**config.mk**
```make
export PLATFORM = sky130hd
export DESIGN_NAME = ram_programmer
export DESIGN_NICKNAME = d
export VERILOG_FILES = /design/src/rtl/ram_programmer.sv
export SDC_FILE = /design/constraint.sdc
export NUM_CORES = 1
export LEC_CHECK = 0
export ABC_AREA = 1
export BUFFER_PORTS_ARGS = -buffer_cell sky130_fd_sc_hd__buf_2
export CORE_UTILIZATION = 50
export CTS_CLUSTER_SIZE = 14
export DETAILED_ROUTE_END_ITERATION = 16
export HOLD_SLACK_MARGIN = 0.05
export PLACE_DENSITY = 0.78
export SLEW_MARGIN = 10
export SYNTH_ARGS = -nofsm -noshare
export SYNTH_HDL_FRONTEND = slang
export SYNTH_SLANG_ARGS = --single-unit
export TNS_END_PERCENT = 30
```
**constraint.sdc**
```tcl
create_clock -name clk -period 2.2 [get_ports clk]
set_clock_uncertainty 0.15 [all_clocks]
set_input_delay 0.33 -clock clk [delete_from_list [all_inputs] [get_ports clk]]
set_output_delay 0.33 -clock clk [all_outputs]
set_load 0.005 [all_outputs]
```
**src/rtl/ram_programmer.sv**
```systemverilog
// ram_programmer: debounced front-panel RAM programmer; buttons/DIP switches in, one-cycle addr_load/mem_write strobes with stable addr_out/data_out and busy out
module ram_programmer #(
  parameter int DEBOUNCE_CYCLES = 4
) (
  input  logic       clk,
  input  logic       clear,
  input  logic       prog_mode,
  input  logic       auto_inc,
  input  logic       addr_button,
  input  logic       write_button,
  input  logic [3:0] dipswitch_addr,
  input  logic [7:0] dipswitch_data,
  output logic [3:0] addr_out,
  output logic [7:0] data_out,
  output logic       addr_load,
  output logic       mem_write,
  output logic       busy
);
  typedef enum logic [2:0] {IDLE, LOAD, SETUP, WRITE, INCR} state_t;
  state_t     state_q, state_d;
  logic [1:0] btn, s1_q, s2_q, db_q, dbp_q, ev_q, hit;
  logic [3:0] cur_addr_q, cur_addr_d;
  logic [7:0] data_q, data_d;
  assign btn = {write_button, addr_button};
  for (genvar i = 0; i < 2; i++) begin : g_db
    logic [7:0] cnt_q, cnt_d;
    assign cnt_d = (s2_q[i] ^ db_q[i]) ? cnt_q + 8'd1 : 8'd0;
    assign hit[i] = cnt_d == 8'(DEBOUNCE_CYCLES);
    always_ff @(posedge clk or posedge clear)
      if (clear) cnt_q <= 8'd0;
      else cnt_q <= hit[i] ? 8'd0 : cnt_d;
  end
  always_ff @(posedge clk or posedge clear)
    if (clear) begin
      s1_q       <= 2'b00;
      s2_q       <= 2'b00;
      db_q       <= 2'b00;
      dbp_q      <= 2'b00;
      ev_q       <= 2'b00;
      state_q    <= IDLE;
      cur_addr_q <= 4'd0;
      data_q     <= 8'd0;
    end else begin
      s1_q       <= btn;
      s2_q       <= s1_q;
      db_q       <= db_q ^ hit;
      dbp_q      <= db_q;
      ev_q       <= db_q & ~dbp_q;
      state_q    <= state_d;
      cur_addr_q <= cur_addr_d;
      data_q     <= data_d;
    end
  always_comb begin
    state_d    = state_q;
    cur_addr_d = cur_addr_q;
    data_d     = data_q;
    if (!prog_mode) state_d = IDLE;
    else
      case (state_q)
        IDLE:
          if (ev_q[0]) begin
            state_d    = LOAD;
            cur_addr_d = dipswitch_addr;
          end else if (ev_q[1]) begin
            state_d = SETUP;
            data_d  = dipswitch_data;
          end
        SETUP:   state_d = WRITE;
        WRITE:   state_d = auto_inc ? INCR : IDLE;
        INCR: begin
          state_d    = IDLE;
          cur_addr_d = cur_addr_q + 4'd1;
        end
        default: state_d = IDLE;
      endcase
  end
  assign addr_out  = cur_addr_q;
  assign data_out  = data_q;
  assign addr_load = state_q == LOAD || state_q == SETUP;
  assign mem_write = state_q == WRITE;
  assign busy      = state_q != IDLE;
endmodule

```
### Word level (Yosys, flattened, before mapping)

Cells that the tools add are included.

* bitwise gates (word level): 6
* add/sub/neg operators: 3
* reductions and logical operators: 6
* equal/unequal tests: 8
* muxes and demuxes: 11

Operator list (count)
* 8-bit two-way mux: 4
* 8-bit by 1-bit adder with 8-bit output, second input constant: 2
* 8-bit by 3-bit equality test with 1-bit output, second input constant: 2
* 3-bit two-way mux: 4
* 3-bit case mux with 3 select lines: 1
* 4-bit case mux with 2 select lines: 1
* 3-bit by 2-bit equality test with 1-bit output, second input constant: 2
* 4-bit by 1-bit adder with 4-bit output, second input constant: 1
* 4-bit two-way mux: 1
* 4-bit != test, second input constant: 1
* 4-bit AND reduction: 1
* 3-bit by 1-bit equality test with 1-bit output, second input constant: 1
* 3-bit equality test, second input constant: 1
* 3-bit logical NOT: 1
* 3-bit AND reduction: 1
* 3-bit nonzero test: 1
* 2-bit bitwise AND: 1
* 2-bit != test, second input constant: 1
* 2-bit inverter: 1
* 2-bit nonzero test: 1
* 1-bit XOR: 2
* 2-bit XOR: 1
* 1-bit logical OR: 1
* 1-bit inverter: 1

* register bits after elaboration: 41
* input port bits: 18
* output and inout bits: 15
* word-level logic and storage cells: 44

### Depth between registers and ports, before layout

* depth in word-level cells: 4
* mapped depth: 11
* gate-level depth less buffers: 11

### Least setup slack after synthesis

OpenSTA, ideal clock, no wires.

* path type: register to register
* from: register g_db[1].cnt_q[0]
* to: register db_q[1]
* path buffers: 0
* required time: 1.933 ns
* stages on the path, launching flop included: 10
* arrival time: 1.308 ns
* period minus slack after synthesis: 1.574 ns
* slack: 0.626 ns
* library setup time: 0.117 ns
* path through: dfrtp_1 ha_1 nand2_1 inv_1 nor3_1 nand2_1 nor2_1 nand2_1 nand2_1 nand2_1

* longest elaborated chain between the ends: 4

Ends and longest elaborated chain
* start: declaration: RTL line 26 `logic [7:0] cnt_q, cnt_d;`
* start signal: assignment: RTL line 31 `else cnt_q <= hit[i] ? 8'd0 : cnt_d;`
* 8-bit by 1-bit adder with 8-bit output: RTL line 27 `assign cnt_d = (s2_q[i] ^ db_q[i]) ? cnt_q + 8'd1 : 8'd0;`
* 8-bit two-way mux: RTL line 27
* 8-bit by 3-bit equality test with 1-bit output: RTL line 28 `assign hit[i] = cnt_d == 8'(DEBOUNCE_CYCLES);`
* 2-bit XOR: RTL line 46 `db_q <= db_q ^ hit;`
* end signal: assignment: RTL line 46
* end: declaration: RTL line 21 `logic [1:0] btn, s1_q, s2_q, db_q, dbp_q, ev_q, hit;`

No other way between the ends.
A chain may end at the register's enable or synchronous reset.

### Final worst setup path

* from: register g_db[0].cnt_q[0]
* to: register db_q[0]

* longest elaborated chain between the ends: 4

Ends and longest elaborated chain (RTL line)
* start: declaration: 26
* start signal: assignment: 31
* 8-bit by 1-bit adder with 8-bit output: 27
* 8-bit two-way mux: 27
* 8-bit by 3-bit equality test with 1-bit output: 28
* 2-bit XOR: 46

No other way between the ends.

==> reports/results.txt <==
RR Startpoint - g_db[0].cnt_q[0]
max cap viols - 0
maximum VDD drop - 0.4792 mV
clk_lat worst skew - 0.29 ns
fin crit share - 0.7883
Final GP Congestion - 0.8008
CP Launch Point - g_db[0].cnt_q[0]
Multi-input gate area - 729.5 µm²
Most Crowded Layer GR - met2
fin crit period - 1.734 ns
vias in the first global route - 1,366
nature of the critical path startpoint - flop
fin worst setup slack - 0.4658 ns
post-synth cell types - 24
total track usage - 0.1853
slowest CP cell - dfrtp_1
Netlist Area Pre-Place - 1924 µm²
largest stage delay on the critical path - 0.43 ns
Antenna Nets Post-Route - 0
post-CTS resize count - 0
setup TNS - 0 ns
mean post-synth cell area - 8.477 µm²
Clock Path Buffers - 2
worst hold margin - 0.09148 ns
CP Max Fanout - 6
filler instances - 318
share of cells above drive strength 1 - 0.1852
die width - 64.04 µm
I/O Pins - 33
total CTS buffers - 5
WP data arrival - 1.77 ns
pre-CTS WS - 0.4763 ns
met3 usage - 0.06071
clk slew on worst S/H paths - 0.08 ns
Post-Syn Nets - 248
Reg2Reg Capture Point - db_q[0]
hold buffers post-CTS - 3
worst r2r path cells - 11
initial antenna violation count - 0
ANT cells - 0
hold endpoint - data_out[2]
clock root buffer - clkbuf_8
Port-buffer cells - 32
Leakage - 1.259 nW
Syn Inst Count - 227
FF+latch area - 1026 µm²
status - finished, final reports clean
routed len/inst - 10.15 µm
Worst-Margin Slew - 0.5000 ns
post-detail-place hpwl - 2.391 mm
crit-path leading delay family - simple AND/OR/NAND/NOR gates
hold-critical path depth - 3
max-slew violations - 0
vias per cell - 4.701
WP data required - 2.24 ns
setup bufs post-CTS - 0
CP Buf/Inv Count - 1
Seq/Total Area, Yosys - 0.5332
Final Non-Filler Cells - 318
fmax - 576.6 MHz
Die Area - 4100 µm²
# setup viols final - 0
synth-to-layout area growth - 17.29%
DRT Pass-1 Iters - 5
Overflow after GRT - 0
Final Net Count - 290
largest net degree at the start of global routing - 42
Hold Fails Final Rpt - 0
CTS tree - built
Crit Path Category - reg2reg
Placed Instances - 307
Worst Hold Launch - dipswitch_data[2]
Die H - 64.04 µm
# rows - 22
via count - 1,495
met1 Usage GRT - 0.2242
synth warn - 0
htree depth - 2
initial drt markers - 59
crit-path cells - ha_1, nand2_1, inv_1, nor2_1, nand2_2, nor2_2, nand2_2, nor2_4, nand2_1, nand2_1, nand2_1
Residual DRC - 0
CP Capture Type - flop
Yosys reg bits - 41
Clock Sinks - 41
core area - 3689 µm²
Hold Path Class - in2reg
Max-slew headroom - 0.6667
Design Power - 2.418 mW
global-route wire length before repair - 5.733 mm
Worst R2R Setup Slack - 0.47 ns
PD cells - 1071 nW/µm²
final WL - 3.229 mm
unrepaired setup endpoints after global routing - no
Initial Utilization - 0.5217
most used cell, CP - nand2_1
GR Util met2 - 0.3072
layout by cell type, fill, tap and decap left out, drive strengths merged, types with 2 or more instances in the layout:
master / n
dlygate4sd3: 3
buf: 33
clkbuf: 5
o21bai: 3
xor2: 2
o21ai: 13
clkinv: 2
dfrtp: 41
nor2: 26
nand2: 59
a31oi: 2
ha: 3
inv: 42
xnor2: 2
nand3: 26
a21oi: 2
flip-flops by register name, summed over array words and instances (netlist names):
register,count
s1_q,2
addr_out,4
g_db.cnt_q,16
dbp_q,2
ev_q,2
state_q,3
db_q,2
data_out,8
s2_q,2
metrics by stage:
step | utilization | cell area, µm²
finish | 0.6119 | 2257
CTS | 0.6119 | 2257
detailed placement | 0.5804 | 2141
global placement | 0.5804 | 2141
global route | 0.6119 | 2257
floorplan | - | 1924
layout make-up:
class | instances | share of cell area
Sequential cell | 41 | 0.4545
Clock inverter | 3 | 0.007761
Clock buffer | 5 | 0.03049
Tap cell | 48 | 0.02661
Timing Repair Buffer | 36 | 0.08758
Multi-Input combinational cell | 143 | 0.3232
Inverter | 42 | 0.06984
worst reg2reg max path, cell delays in order (launching register included):
cell and delay (ns):
dfrtp_1 0.43, ha_1 0.25, nand2_1 0.06, inv_1 0.06
nor2_1 0.14, nand2_2 0.08, nor2_2 0.12, nand2_2 0.07
nor2_4 0.12, nand2_1 0.06, nand2_1 0.05, nand2_1 0.04
kinds of logic (layout without fill, tap and decap cells):
logic type      Yosys count  after routing  synth area share
simple gates            113            113            0.2640
buf+inv                  43             86           0.08778
flops                    41             41            0.5332
compound gates           23             23           0.06957
xor+xnor                  4              4           0.02601
fa+ha+maj                 3              3           0.01951
cells in the mapped netlist:
| cell type | count | area share |
|---|---|---|
| a21oi_1 | 2 | 0.0052 |
| nor2_1 | 23 | 0.045 |
| inv_1 | 42 | 0.082 |
| nand3_1 | 25 | 0.065 |
| nand3_4 | 1 | 0.0091 |
| a21boi_0 | 1 | 0.0039 |
| xor2_2 | 1 | 0.0085 |
| o21ai_0 | 13 | 0.034 |
| nand2_1 | 57 | 0.11 |
| ha_1 | 3 | 0.020 |
| o211a_1 | 1 | 0.0052 |
| xnor2_1 | 1 | 0.0046 |
| xor2_1 | 1 | 0.0046 |
| nor2_2 | 1 | 0.0033 |
| nor3_1 | 1 | 0.0026 |
| xnor2_2 | 1 | 0.0085 |
| a31oi_1 | 2 | 0.0065 |
| dfrtp_1 | 41 | 0.53 |
| buf_6 | 1 | 0.0059 |
| nor3b_4 | 1 | 0.0098 |
| nor2_4 | 2 | 0.012 |
| nand2_2 | 2 | 0.0065 |
| o21bai_1 | 3 | 0.012 |
| o22ai_1 | 1 | 0.0033 |
power by group:
group	switching (mW)	total, mW	internal (mW)
Sequential	0.176	1.15	0.976
Combinational	0.444	0.790	0.347
Clock	0.257	0.475	0.219
Total	0.877	2.42	1.54
per-layer routing:
layer | up-vias | share of wire
li1 | 788 | -
met1 | 664 | 0.46
met2 | 38 | 0.47
met3 | 5 | 0.050
met4 | 0 | 0.017
met5 | - | 0
worst max path at each step:
stage	cells past startpoint	endpoint
finish	11	db_q[0]
detailed placement	11	db_q[0]
global placement	9	db_q[1]
global route	9	db_q[1]
floorplan	9	db_q[1]
CTS	11	db_q[0]
Power figures use the tool's default switching activity.
